`src/rtl/muldiv_pkg.sv`:
```
`default_nettype none
// ============================================================================
// Module      : muldiv_pkg
// Description : Shared definitions for the RV32M sequential multiply/divide
//               unit: funct3 opcodes, FSM state encoding, divide special
//               results and operand-signedness helpers.
// Revision    : 1.0 - initial release
// ============================================================================
package muldiv_pkg;

    // M-extension opcodes (inst[14:12])
    localparam logic [2:0] c_f3_mul    = 3'b000;
    localparam logic [2:0] c_f3_mulh   = 3'b001;
    localparam logic [2:0] c_f3_mulhsu = 3'b010;
    localparam logic [2:0] c_f3_mulhu  = 3'b011;
    localparam logic [2:0] c_f3_div    = 3'b100;
    localparam logic [2:0] c_f3_divu   = 3'b101;
    localparam logic [2:0] c_f3_rem    = 3'b110;
    localparam logic [2:0] c_f3_remu   = 3'b111;

    // Sequencer states
    typedef enum logic [2:0] {
        S_IDLE    = 3'd0,
        S_CALC    = 3'd1,
        S_FIX     = 3'd2,
        S_SPECIAL = 3'd3,
        S_DONE    = 3'd4
    } state_t;

    // RV32 divide corner-case results
    localparam logic [31:0] c_div_zero_q = 32'hFFFF_FFFF;
    localparam logic [31:0] c_div_ovf_q  = 32'h8000_0000;
    localparam logic [31:0] c_div_ovf_r  = 32'h0000_0000;

    // rs1 is treated as signed for MULH, MULHSU, DIV and REM
    function automatic logic f3_rs1_signed(input logic [2:0] f3);
        return (f3 == c_f3_mulh) || (f3 == c_f3_mulhsu) ||
               (f3 == c_f3_div)  || (f3 == c_f3_rem);
    endfunction

    // rs2 is treated as signed for MULH, DIV and REM
    function automatic logic f3_rs2_signed(input logic [2:0] f3);
        return (f3 == c_f3_mulh) || (f3 == c_f3_div) || (f3 == c_f3_rem);
    endfunction

endpackage
`default_nettype wire

```
`src/rtl/muldiv_if.sv`:
```
`default_nettype none
// ============================================================================
// Module      : muldiv_if
// Description : Request/response bundle between the EX stage and the
//               sequential multiply/divide unit.
// Revision    : 1.0 - initial release
// ============================================================================
interface muldiv_if #(
    parameter int XLEN = 32
) ();
    logic            start;
    logic            flush;
    logic [2:0]      funct3;
    logic [XLEN-1:0] rs1;
    logic [XLEN-1:0] rs2;
    logic            ready;
    logic            busy;
    logic            done;
    logic [XLEN-1:0] result;

    // Pipeline side: issues operations, observes completion
    modport master (
        output start, flush, funct3, rs1, rs2,
        input  ready, busy, done, result
    );

    // Unit side
    modport slave (
        input  start, flush, funct3, rs1, rs2,
        output ready, busy, done, result
    );
endinterface
`default_nettype wire

```
`src/rtl/muldiv_step.sv`:
```
`default_nettype none
// ============================================================================
// Module      : muldiv_step
// Description : Combinational single-iteration cell shared by multiply and
//               divide. Multiply: shift-add, multiplier LSB first, product
//               accumulates from the top and shifts right. Divide: restoring,
//               remainder in the upper half, quotient bits shift in at bit 0.
// Revision    : 1.0 - initial release
// ============================================================================
module muldiv_step #(
    parameter int XLEN = 32
) (
    input  wire logic [2*XLEN-1:0] acc,
    input  wire logic [XLEN-1:0]   operand,   // multiplicand or divisor
    input  wire logic              in_bit,    // multiplier LSB or dividend MSB
    input  wire logic              is_div,
    output logic      [2*XLEN-1:0] next_acc,  // quotient bit position left 0
    output logic                   q_bit
);

    logic [XLEN:0]   w_sum;
    logic [XLEN:0]   w_rem_sh;
    logic [XLEN+1:0] w_diff;
    logic            w_unused;

    // One iteration of either shift-add multiply or restoring divide
    always_comb begin
        w_sum    = {1'b0, acc[2*XLEN-1:XLEN]} + (in_bit ? {1'b0, operand} : {(XLEN+1){1'b0}});
        w_rem_sh = {acc[2*XLEN-1:XLEN], in_bit};
        w_diff   = {1'b0, w_rem_sh} - {2'b00, operand};
        q_bit    = 1'b0;
        next_acc = {w_sum, acc[XLEN-1:1]};
        if (is_div) begin
            // Non-negative trial difference: keep it and set the quotient bit
            q_bit    = ~w_diff[XLEN+1];
            next_acc = {(q_bit ? w_diff[XLEN-1:0] : w_rem_sh[XLEN-1:0]),
                        acc[XLEN-2:0], 1'b0};
        end
    end

    // The remainder always fits XLEN bits, so these top bits are never needed
    assign w_unused = ^{w_diff[XLEN], w_rem_sh[XLEN]};

endmodule
`default_nettype wire

```
`src/rtl/muldiv_seq.sv`:
```
`default_nettype none
// ============================================================================
// Module      : muldiv_seq
// Description : Iterative RV32M multiply/divide unit with its own sequencer.
//               One shared shift/add-subtract cell, one bit per cycle.
//               Optional macro MULDIV_FAST_MUL_EN: multiplies complete via a
//               single-cycle signed multiplier (IDLE -> FIX -> DONE).
// Revision    : 1.0 - initial release
// ============================================================================
module muldiv_seq
    import muldiv_pkg::*;
#(
    parameter int XLEN  = 32,
    parameter int CNT_W = 6
) (
    input  wire logic clk,
    input  wire logic rst,
    muldiv_if.slave   bus
);

    state_t              r_state;
    logic [CNT_W-1:0]    r_cnt;
    logic [2*XLEN-1:0]   r_acc;
    logic [XLEN-1:0]     r_opa;     // |rs1|: multiplicand / dividend
    logic [XLEN-1:0]     r_opb;     // |rs2|: multiplier / divisor
    logic [XLEN-1:0]     r_result;
    logic [2:0]          r_f3;
    logic                r_sa;
    logic                r_sb;
    logic                r_ready;
    logic                r_busy;
    logic                r_done;

    logic                w_sa;
    logic                w_sb;
    logic [XLEN-1:0]     w_mag_a;
    logic [XLEN-1:0]     w_mag_b;
    logic                w_div_zero;
    logic                w_div_ovf;
    logic [XLEN-1:0]     w_special_res;
    logic [2*XLEN-1:0]   w_step_acc;
    logic                w_q_bit;
    logic [2*XLEN-1:0]   w_prod;
    logic [XLEN-1:0]     w_quo;
    logic [XLEN-1:0]     w_rem;
    logic [XLEN-1:0]     w_fix_res;

    // Accept-time decode: sign flags, magnitudes and divide corner cases
    always_comb begin
        w_sa       = f3_rs1_signed(bus.funct3) & bus.rs1[XLEN-1];
        w_sb       = f3_rs2_signed(bus.funct3) & bus.rs2[XLEN-1];
        w_mag_a    = w_sa ? -bus.rs1 : bus.rs1;
        w_mag_b    = w_sb ? -bus.rs2 : bus.rs2;
        w_div_zero = bus.funct3[2] && (bus.rs2 == '0);
        w_div_ovf  = bus.funct3[2] && !bus.funct3[0] &&
                     (bus.rs1 == c_div_ovf_q) && (bus.rs2 == '1);
        if (w_div_zero)
            w_special_res = bus.funct3[1] ? bus.rs1 : c_div_zero_q;
        else
            w_special_res = bus.funct3[1] ? c_div_ovf_r : c_div_ovf_q;
    end

`ifdef MULDIV_FAST_MUL_EN
    // Operands sign- or zero-extended as the op requires; low 2*XLEN bits
    // of the signed product are the exact result for every multiply flavour
    logic signed [2*XLEN-1:0] w_fast_a;
    logic signed [2*XLEN-1:0] w_fast_b;
    logic signed [2*XLEN-1:0] w_fast_prod;
    assign w_fast_a    = {{XLEN{w_sa}}, bus.rs1};
    assign w_fast_b    = {{XLEN{w_sb}}, bus.rs2};
    assign w_fast_prod = w_fast_a * w_fast_b;
`endif

    muldiv_step #(.XLEN(XLEN)) u_step (
        .acc      (r_acc),
        .operand  (r_f3[2] ? r_opb : r_opa),
        .in_bit   (r_f3[2] ? r_opa[XLEN-1] : r_opb[0]),
        .is_div   (r_f3[2]),
        .next_acc (w_step_acc),
        .q_bit    (w_q_bit)
    );

    // Sign correction and output selection applied in FIX
    always_comb begin
        w_prod = (r_sa ^ r_sb) ? -r_acc : r_acc;
        w_quo  = (r_sa ^ r_sb) ? -r_acc[XLEN-1:0] : r_acc[XLEN-1:0];
        w_rem  = r_sa ? -r_acc[2*XLEN-1:XLEN] : r_acc[2*XLEN-1:XLEN];
        case (r_f3)
            c_f3_mul:             w_fix_res = w_prod[XLEN-1:0];
            c_f3_div, c_f3_divu:  w_fix_res = w_quo;
            c_f3_rem, c_f3_remu:  w_fix_res = w_rem;
            default:              w_fix_res = w_prod[2*XLEN-1:XLEN];
        endcase
    end

    // Sequencer with registered handshake outputs
    always_ff @(posedge clk or posedge rst) begin
        if (rst) begin
            r_state  <= S_IDLE;
            r_cnt    <= '0;
            r_acc    <= '0;
            r_opa    <= '0;
            r_opb    <= '0;
            r_result <= '0;
            r_f3     <= '0;
            r_sa     <= 1'b0;
            r_sb     <= 1'b0;
            r_ready  <= 1'b1;
            r_busy   <= 1'b0;
            r_done   <= 1'b0;
        end else if (r_state != S_IDLE && bus.flush) begin
            // Abort: no done pulse, result untouched
            r_state <= S_IDLE;
            r_ready <= 1'b1;
            r_busy  <= 1'b0;
            r_done  <= 1'b0;
        end else begin
            case (r_state)
                S_IDLE: begin
                    if (bus.start && !bus.flush) begin
                        r_f3    <= bus.funct3;
                        r_sa    <= w_sa;
                        r_sb    <= w_sb;
                        r_opa   <= w_mag_a;
                        r_opb   <= w_mag_b;
                        r_cnt   <= '0;
                        r_ready <= 1'b0;
                        r_busy  <= 1'b1;
                        if (w_div_zero || w_div_ovf) begin
                            // Corner result parked in the accumulator low word
                            r_acc   <= {{XLEN{1'b0}}, w_special_res};
                            r_state <= S_SPECIAL;
                        end
`ifdef MULDIV_FAST_MUL_EN
                        else if (!bus.funct3[2]) begin
                            // Product already signed: no correction in FIX
                            r_acc   <= w_fast_prod;
                            r_sa    <= 1'b0;
                            r_sb    <= 1'b0;
                            r_state <= S_FIX;
                        end
`endif
                        else begin
                            r_acc   <= '0;
                            r_state <= S_CALC;
                        end
                    end
                end
                S_CALC: begin
                    r_acc <= w_step_acc | {{(2*XLEN-1){1'b0}}, w_q_bit};
                    if (r_f3[2])
                        r_opa <= {r_opa[XLEN-2:0], 1'b0};
                    else
                        r_opb <= {1'b0, r_opb[XLEN-1:1]};
                    r_cnt <= r_cnt + 1'b1;
                    if (r_cnt == CNT_W'(XLEN-1))
                        r_state <= S_FIX;
                end
                S_FIX: begin
                    r_result <= w_fix_res;
                    r_busy   <= 1'b0;
                    r_done   <= 1'b1;
                    r_state  <= S_DONE;
                end
                S_SPECIAL: begin
                    r_result <= r_acc[XLEN-1:0];
                    r_busy   <= 1'b0;
                    r_done   <= 1'b1;
                    r_state  <= S_DONE;
                end
                S_DONE: begin
                    r_done  <= 1'b0;
                    r_ready <= 1'b1;
                    r_state <= S_IDLE;
                end
                default: begin
                    r_state <= S_IDLE;
                    r_ready <= 1'b1;
                    r_busy  <= 1'b0;
                    r_done  <= 1'b0;
                end
            endcase
        end
    end

    assign bus.ready  = r_ready;
    assign bus.busy   = r_busy;
    assign bus.done   = r_done;
    assign bus.result = r_result;

endmodule
`default_nettype wire

```
`src/flat_wrapper.sv`:
```
// flat-port wrapper written by rule: the top's interface ports become plain ports
module muldiv_seq_flat import muldiv_pkg::*;
#(
    parameter int XLEN  = 32,
    parameter int CNT_W = 6
)
  (clk, rst, bus_start, bus_flush, bus_funct3, bus_rs1, bus_rs2, bus_ready, bus_busy, bus_done, bus_result);
  muldiv_if #(.XLEN(XLEN)) bus_i ();
  input  wire logic clk;
  input  wire logic rst;
  input wire logic [$bits(bus_i.start)-1:0] bus_start;
  input wire logic [$bits(bus_i.flush)-1:0] bus_flush;
  input wire logic [$bits(bus_i.funct3)-1:0] bus_funct3;
  input wire logic [$bits(bus_i.rs1)-1:0] bus_rs1;
  input wire logic [$bits(bus_i.rs2)-1:0] bus_rs2;
  output wire logic [$bits(bus_i.ready)-1:0] bus_ready;
  output wire logic [$bits(bus_i.busy)-1:0] bus_busy;
  output wire logic [$bits(bus_i.done)-1:0] bus_done;
  output wire logic [$bits(bus_i.result)-1:0] bus_result;
  assign bus_i.start = bus_start;
  assign bus_i.flush = bus_flush;
  assign bus_i.funct3 = bus_funct3;
  assign bus_i.rs1 = bus_rs1;
  assign bus_i.rs2 = bus_rs2;
  assign bus_ready = bus_i.ready;
  assign bus_busy = bus_i.busy;
  assign bus_done = bus_i.done;
  assign bus_result = bus_i.result;
  muldiv_seq #(.XLEN(XLEN), .CNT_W(CNT_W)) u_core (.clk(clk), .rst(rst), .bus(bus_i));
endmodule
```
`config.mk`:
```
export PLATFORM = sky130hd
export DESIGN_NAME = muldiv_seq_flat
export DESIGN_NICKNAME = d
export VERILOG_FILES = /design/src/rtl/muldiv_pkg.sv /design/src/rtl/muldiv_if.sv /design/src/rtl/muldiv_step.sv /design/src/rtl/muldiv_seq.sv /design/src/flat_wrapper.sv
export SDC_FILE = /design/constraint.sdc
export NUM_CORES = 1
export LEC_CHECK = 0
export BUFFER_PORTS_ARGS = -buffer_cell sky130_fd_sc_hd__buf_2
export CAP_MARGIN = 5
export CORE_MARGIN = 1
export CORE_UTILIZATION = 50
export CTS_CLUSTER_DIAMETER = 120
export DETAILED_ROUTE_END_ITERATION = 8
export PLACE_DENSITY = 0.8
export SLEW_MARGIN = 30
export SYNTH_ARGS = -nofsm -noshare
export SYNTH_HDL_FRONTEND = slang
export SYNTH_HIERARCHICAL = 1
export SYNTH_SLANG_ARGS = --single-unit
```
`constraint.sdc`:
```
create_clock -name clk -period 5.6 [get_ports clk]
set_clock_uncertainty 0.05 [all_clocks]
set_input_delay 0.84 -clock clk [delete_from_list [all_inputs] [get_ports clk]]
set_output_delay 0.84 -clock clk [all_outputs]
set_load 0.02 [all_outputs]
```
==> results.cfg, run 1 <==
[power_and_ir_drop]
powerDensity_mw_per_mm2 = 590
peakVddDrop_mv = 0.350
p_leak_nw = 8.03

[placement]
dp_hpwl_um = 44500
place.gp.congestion = 1.01
io_buffer_count = 105

[yosys]
ys_top_cells_by_count = nor2_1, a21oi_1, nand2_1
synth_most_common_cell = nor2_1
synth.largest_area_cell = dfrtp_1
synth_area_mm2 = 0.0172
synth.distinct_cells = 89
syn_avg_cell_area_um2 = 7.51
synthesis.nets = 2439
ys_seq_area_frac = 0.257
synth-seq-cells = 177
synth_edf_count = 0
ys_top_cells_by_area = dfrtp_1, a21oi_1, nor2_1, ha_1, xnor2_1
syn_inst = 2295
yosysTopAreaCellShare = 0.256
synthFlopType = dfrtp_1
synthArstFlopShare = 1.00
ys_warn_count = 6

[finish]
final_nets = 2438
finish.utilization = 0.552
drive_above_1_share = 0.124
antennaDiodeCount = 0
syn2layout_area_growth_pct = 7.87

[sta]
grt_setup_unrepaired = false
post-route-period-util = 0.883
worstMarginPinSlew_ns = 1.04
tns_ns = 0
relSlewSlack = 0.296
slew_viol_final = 0
max_freq_ghz = 0.202
finalSetupViolations = 0
final-hold-violation-count = 0
min_period_ns = 4.94

[worst_setup_path]
cp_cell_sequence = mux2_2 -> inv_1 -> nor2_1 -> ha_1 -> a2111oi_0 -> o31a_2 -> o21ai_0 -> o211ai_1 -> a31oi_1 -> o41ai_1 -> nand2_1 -> xnor2_1 -> a22oi_1 -> nand3_1 -> nand2_1
worstSetupPathType = reg2reg
reg2reg_depth = 15
worst_setup_path_end_kind = flop
max_stage_delay_ns = 0.77
crit_required_ns = 5.93
crit_path_top_delay_cell = dfrtp_4
cp_data_arrival_time_ns = 5.27
r2r-start = u_core/r_f3[2]
rrSetupSlack_ns = 0.66
crit_path_start = u_core/r_f3[2]
path_max_fanout = 41
cp-start-kind = flop
crit_end = u_core/r_acc[60]
crit_path_frequent_cell = nand2_1
r2r-end = u_core/r_acc[60]

[cts]
cts.sinks = 177
cts_hold_buf = 0
cts_buffers = 17
cts_tree = done
clk_latency_ns = 0.45
clock-root-buffer = clkbuf_16
cts_max_path_buffers = 2
htree_levels = 4
clk_pin_slew_ns = 0.07
ctsResizeCount = 0
post_cts_buffers = 0

[detailed_routing]
first_pass_iters = 7
wirelength_um = 61100
drcViolationCount = 0
drt_iter0_drc = 2412
vias = 18100
antenna_left = 0
viasPerCell = 6.57
routedWlPerCell_um = 22.2

[die]
core_mm2 = 0.0337
start_util = 0.511
rows = 67
io_pins = 106
die_h_um = 188
die_area_mm2 = 0.0352
die_x_um = 188

[global_route]
grt_pass1_vias = 17000
grt_start_max_net_pins = 178
grt_pass1_wl_um = 95200
grt_usage = 0.342
overflow = 0
antenna_found_initial = 0

[flow_run]
drv_cap = 0

[status]
outcome = finished, final reports clean

[min_path]
hold_class = in2async
## layout by cell type, fill, tap and decap left out, types with 40 or more instances in the layout
cell type | Yosys | routed
inv_1 | 69 | 68
o21ai_0 | 149 | 149
nor3_1 | 71 | 71
mux2_2 | 67 | 67
xor2_1 | 92 | 91
xnor2_1 | 99 | 98
a21oi_1 | 239 | 239
a31oi_1 | 40 | 40
buf_2 | 3 | 105
nand2b_1 | 48 | 48
ha_1 | 71 | 71
nor2_1 | 258 | 255
nand3_1 | 102 | 102
nand2_1 | 215 | 213
dfrtp_1 | 176 | 175
## worst min path at each step
stage	to	slack (ns)	cells after the start
floorplan	u_core/r_opb[12]	0.41	2
global placement	u_core/r_opb[21]	0.43	2
detailed placement	u_core/bus.result[0]	0.44	2
CTS	u_core/bus.result[0]	0.45	2
global route	u_core/bus.result[20]	0.48	3
finish	u_core/bus.result[20]	0.43	3
## logic make-up (layout without fill, tap and decap cells)
kind of cell / count (synthesis) / in the layout / synth area share
DFF: 177 / 177 / 0.257
xor gates and xnor gates: 191 / 191 / 0.0971
buffers and inverters: 222 / 234 / 0.0505
adders and majority gates: 73 / 73 / 0.0539
AOI/OAI and AO/OA: 683 / 683 / 0.247
and+or+nand+nor: 853 / 853 / 0.234
muxes: 96 / 96 / 0.0606
## flip-flops by register name, indices dropped and copies added, names as in the netlist
signal             flops
u_core/bus.result     32
u_core/r_acc          64
u_core/r_opa          32
u_core/bus.done        1
u_core/bus.busy        1
u_core/r_f3            3
u_core/r_cnt           6
u_core/r_sb            1
u_core/r_opb          32
u_core/r_sa            1
u_core/r_state         3
u_core/bus.ready       1
## layer usage
metal,GRT usage,up-vias,routed length [µm]
li1,-,8252,-
met1,0.456,8639,25200
met2,0.541,1043,27500
met3,0.0605,175,5820
met4,0.149,2,2450
met5,0.0192,-,94
## through the flow
| stage | std cells | setup WS, ns | area, µm² | power, mW | hold slack, ns |
|---|---|---|---|---|---|
| CTS | 2754 | 0.816 | 18500 | 10.7 | 0.452 |
| global placement | 2722 | 0.951 | 18000 | 9.36 | 0.432 |
| detailed placement | 2722 | 0.874 | 18000 | 9.47 | 0.436 |
| finish | 2755 | 0.656 | 18600 | 11.0 | 0.434 |
| floorplan | 2295 | 1.70 | 17200 | 7.47 | 0.409 |
| global route | 2755 | 0.418 | 18600 | 11.6 | 0.482 |
## worst max-delay path: cells and delay by family, from the launching register on
family / cells / cell delay [ns]
AOI/OAI and AO/OA: 7 / 2.09
DFF: 1 / 0.77
buffers and inverters: 1 / 0.53
muxes: 1 / 0.44
and+or+nand+nor: 4 / 0.44
adders and majority gates: 1 / 0.37
xor gates and xnor gates: 1 / 0.16
## power by group
group	internal, mW	switching (mW)
Clock	0.635	0.576
Sequential	1.80	1.01
Combinational	2.65	4.31
Total	5.08	5.90
## cell type report
class | count | area, µm²
clock inverter | 12 | 120
tap | 448 | 561
multi-input combinational | 1896 | 12000
inverter | 69 | 263
clock buffer | 20 | 447
sequential | 177 | 4430
timing repair buffer | 133 | 772
fill | 3209 | 15100
(Power assumes the default switching activity.)
==> inputs of run 2 (changes only) <==
==> constraint.sdc (replaced) <==
create_clock -name clk -period 5.6 [get_ports clk]
set_clock_uncertainty 0.05 [all_clocks]
set_input_delay 0.28 -clock clk [delete_from_list [all_inputs] [get_ports clk]]
set_output_delay 0.28 -clock clk [all_outputs]
set_load 0.02 [all_outputs]
==> run 2 against run 1 <==
Compared with the run above: combinational power down 0.6%; first-iteration DRC count down 2.5%; design area up 0.76%; sequential share of layout area down 0.18 points; critical path depth up 1; register-to-register slack better by 0.48 ns; sequential cell count unchanged; power up 0.19%; maximum frequency up 11%; non-clock buffer count up 11.
==> results.cfg, run 2 (synthesized netlist as in run 1, its figures left out) <==
[status]
outcome = finished, final reports clean

[flow_run]
drv_cap = 0

[sta]
slew_viol_final = 0
min_period_ns = 4.47
post-route-period-util = 0.797
tns_ns = 0
relSlewSlack = 0.321
grt_setup_unrepaired = false
max_freq_ghz = 0.224
worstMarginPinSlew_ns = 1.01
final-hold-violation-count = 0
final.setup.worst_slack_ns = 1.13
finalSetupViolations = 0
fin_hold_ws_ns = 0.0306

[placement]
place_ws_ns = 1.28
io_buffer_count = 105
place.gp.congestion = 1.03
place_area_mm2 = 0.0181
dp_hpwl_um = 45200
placedCellCount = 2732

[power_and_ir_drop]
power_mw = 11.0
p_leak_nw = 8.11
peakVddDrop_mv = 0.306
powerDensity_mw_per_mm2 = 587

[worst_setup_path]
cp_cell_sequence = mux2_2 -> inv_1 -> buf_4 -> nor2_1 -> ha_1 -> a2111oi_0 -> o31a_2 -> o21ai_0 -> o211ai_1 -> a31oi_1 -> o41ai_1 -> nand2_1 -> xnor2_1 -> a22oi_1 -> nand3_1 -> nand2_1
crit_path_frequent_cell = nand2_1
crit_path_top_delay_cell = dfrtp_4
cp-start-kind = flop
path_buf_inv = 2
crit_required_ns = 5.94
worst_setup_path_end_kind = flop
path_max_fanout = 28
path_delay_family = compound AO/OA/AOI/OAI gates
worstSetupPathType = reg2reg
max_stage_delay_ns = 0.66
cp_data_arrival_time_ns = 4.81

[finish]
drive_above_1_share = 0.127
instances_no_fill = 2766
top_register = u_core/r_acc
final_nets = 2449
largest_register_ffs = 64
syn2layout_area_growth_pct = 8.69
fin_area_mm2 = 0.0187
seq_area_mm2 = 0.00443
mostFrequentLayoutCells = nor2_1, a21oi_1, nand2_1
antennaDiodeCount = 0
multi_input_area_mm2 = 0.0120
finish.utilization = 0.556
final.fill_count = 3182
final_common_cell = nor2_1

[detailed_routing]
wirelength_um = 61000
antenna_left = 0
drt_iter0_drc = 2351
drcViolationCount = 0
first_pass_iters = 6
vias = 18100
viasPerCell = 6.56
routedWlPerCell_um = 22.1

[cts]
cts_buffers = 17
cts_tree = done
clk_pin_slew_ns = 0.08
ctsResizeCount = 0
htree_levels = 4
cts_max_path_buffers = 2
clock-root-buffer = clkbuf_16
clk_latency_ns = 0.46
cts.sinks = 177

[die]
die_area_mm2 = 0.0352
core_mm2 = 0.0337
start_util = 0.511
io_pins = 106
die_x_um = 188
die_h_um = 188
rows = 67

[global_route]
antenna_found_initial = 1
grt_pass1_wl_um = 94700
grt_usage = 0.340
grt_pass1_vias = 16800
overflow = 0
grt_start_max_net_pins = 80

[min_path]
hold_class = in2reg
[run 2: cell count changes in the layout (fill, tap and decap cells not counted), sizes merged]
| cell | before | now |
|---|---|---|
| clkbuf | 20 | 17 |
| inv | 74 | 75 |
| clkinvlp | 3 | 2 |
| buf | 133 | 143 |
| clkinv | 3 | 6 |
| dlygate4sd3 | 0 | 1 |
[run 2: path summary, 6_finish.rpt]
check | startpoint | end | slack (ns) | cells past startpoint
min | bus_flush | u_core/r_state[1] | 0.03 | 2
min in group asynchronous | rst | u_core/r_opb[5] | 0.44 | 3
min reg2reg | u_core/bus.result[0] | u_core/bus.result[0] | 0.44 | 2
max reg2reg | u_core/r_f3[2] | u_core/r_acc[60] | 1.13 | 16
max | u_core/r_f3[2] | u_core/r_acc[60] | 1.13 | 16
max in group asynchronous | rst | u_core/r_opa[0] | 3.74 | 4
[run 2: routing by layer]
layer	GRT usage	wire [µm]
met4	0.129	2180
met3	0.0603	6270
met1	0.472	25600
met5	0	0
met2	0.526	27000
[run 2: what timing repair did]
action	4_1_cts	5_1_grt
setup buffers	0	0
hold buffers	1	0
hold endpoints to repair	76	0
[run 2: layout make-up]
| type | count | share of cell area |
|---|---|---|
| Clock buffer | 17 | 0.0227 |
| Clock inverter | 15 | 0.0104 |
| Inverter | 69 | 0.0141 |
| Multi-Input combinational cell | 1896 | 0.640 |
| Sequential cell | 177 | 0.237 |
| Tap cell | 448 | 0.0299 |
| Timing Repair Buffer | 144 | 0.0462 |
[run 2: worst reg2reg max path, stage by stage, from the launching register on]
cell	delay (ns)
dfrtp_4	0.66
mux2_2	0.44
inv_1	0.13
buf_4	0.22
nor2_1	0.07
ha_1	0.33
a2111oi_0	0.43
o31a_2	0.23
o21ai_0	0.15
o211ai_1	0.37
a31oi_1	0.17
o41ai_1	0.48
nand2_1	0.14
xnor2_1	0.16
a22oi_1	0.20
nand3_1	0.10
nand2_1	0.07
[run 2: power by group]
part           leakage, nW  internal (mW)  switching, mW  total, mW
registers             2.19           1.80           1.00       2.80
clock network        0.294          0.646          0.632       1.28
logic                 5.62           2.68           4.24       6.92
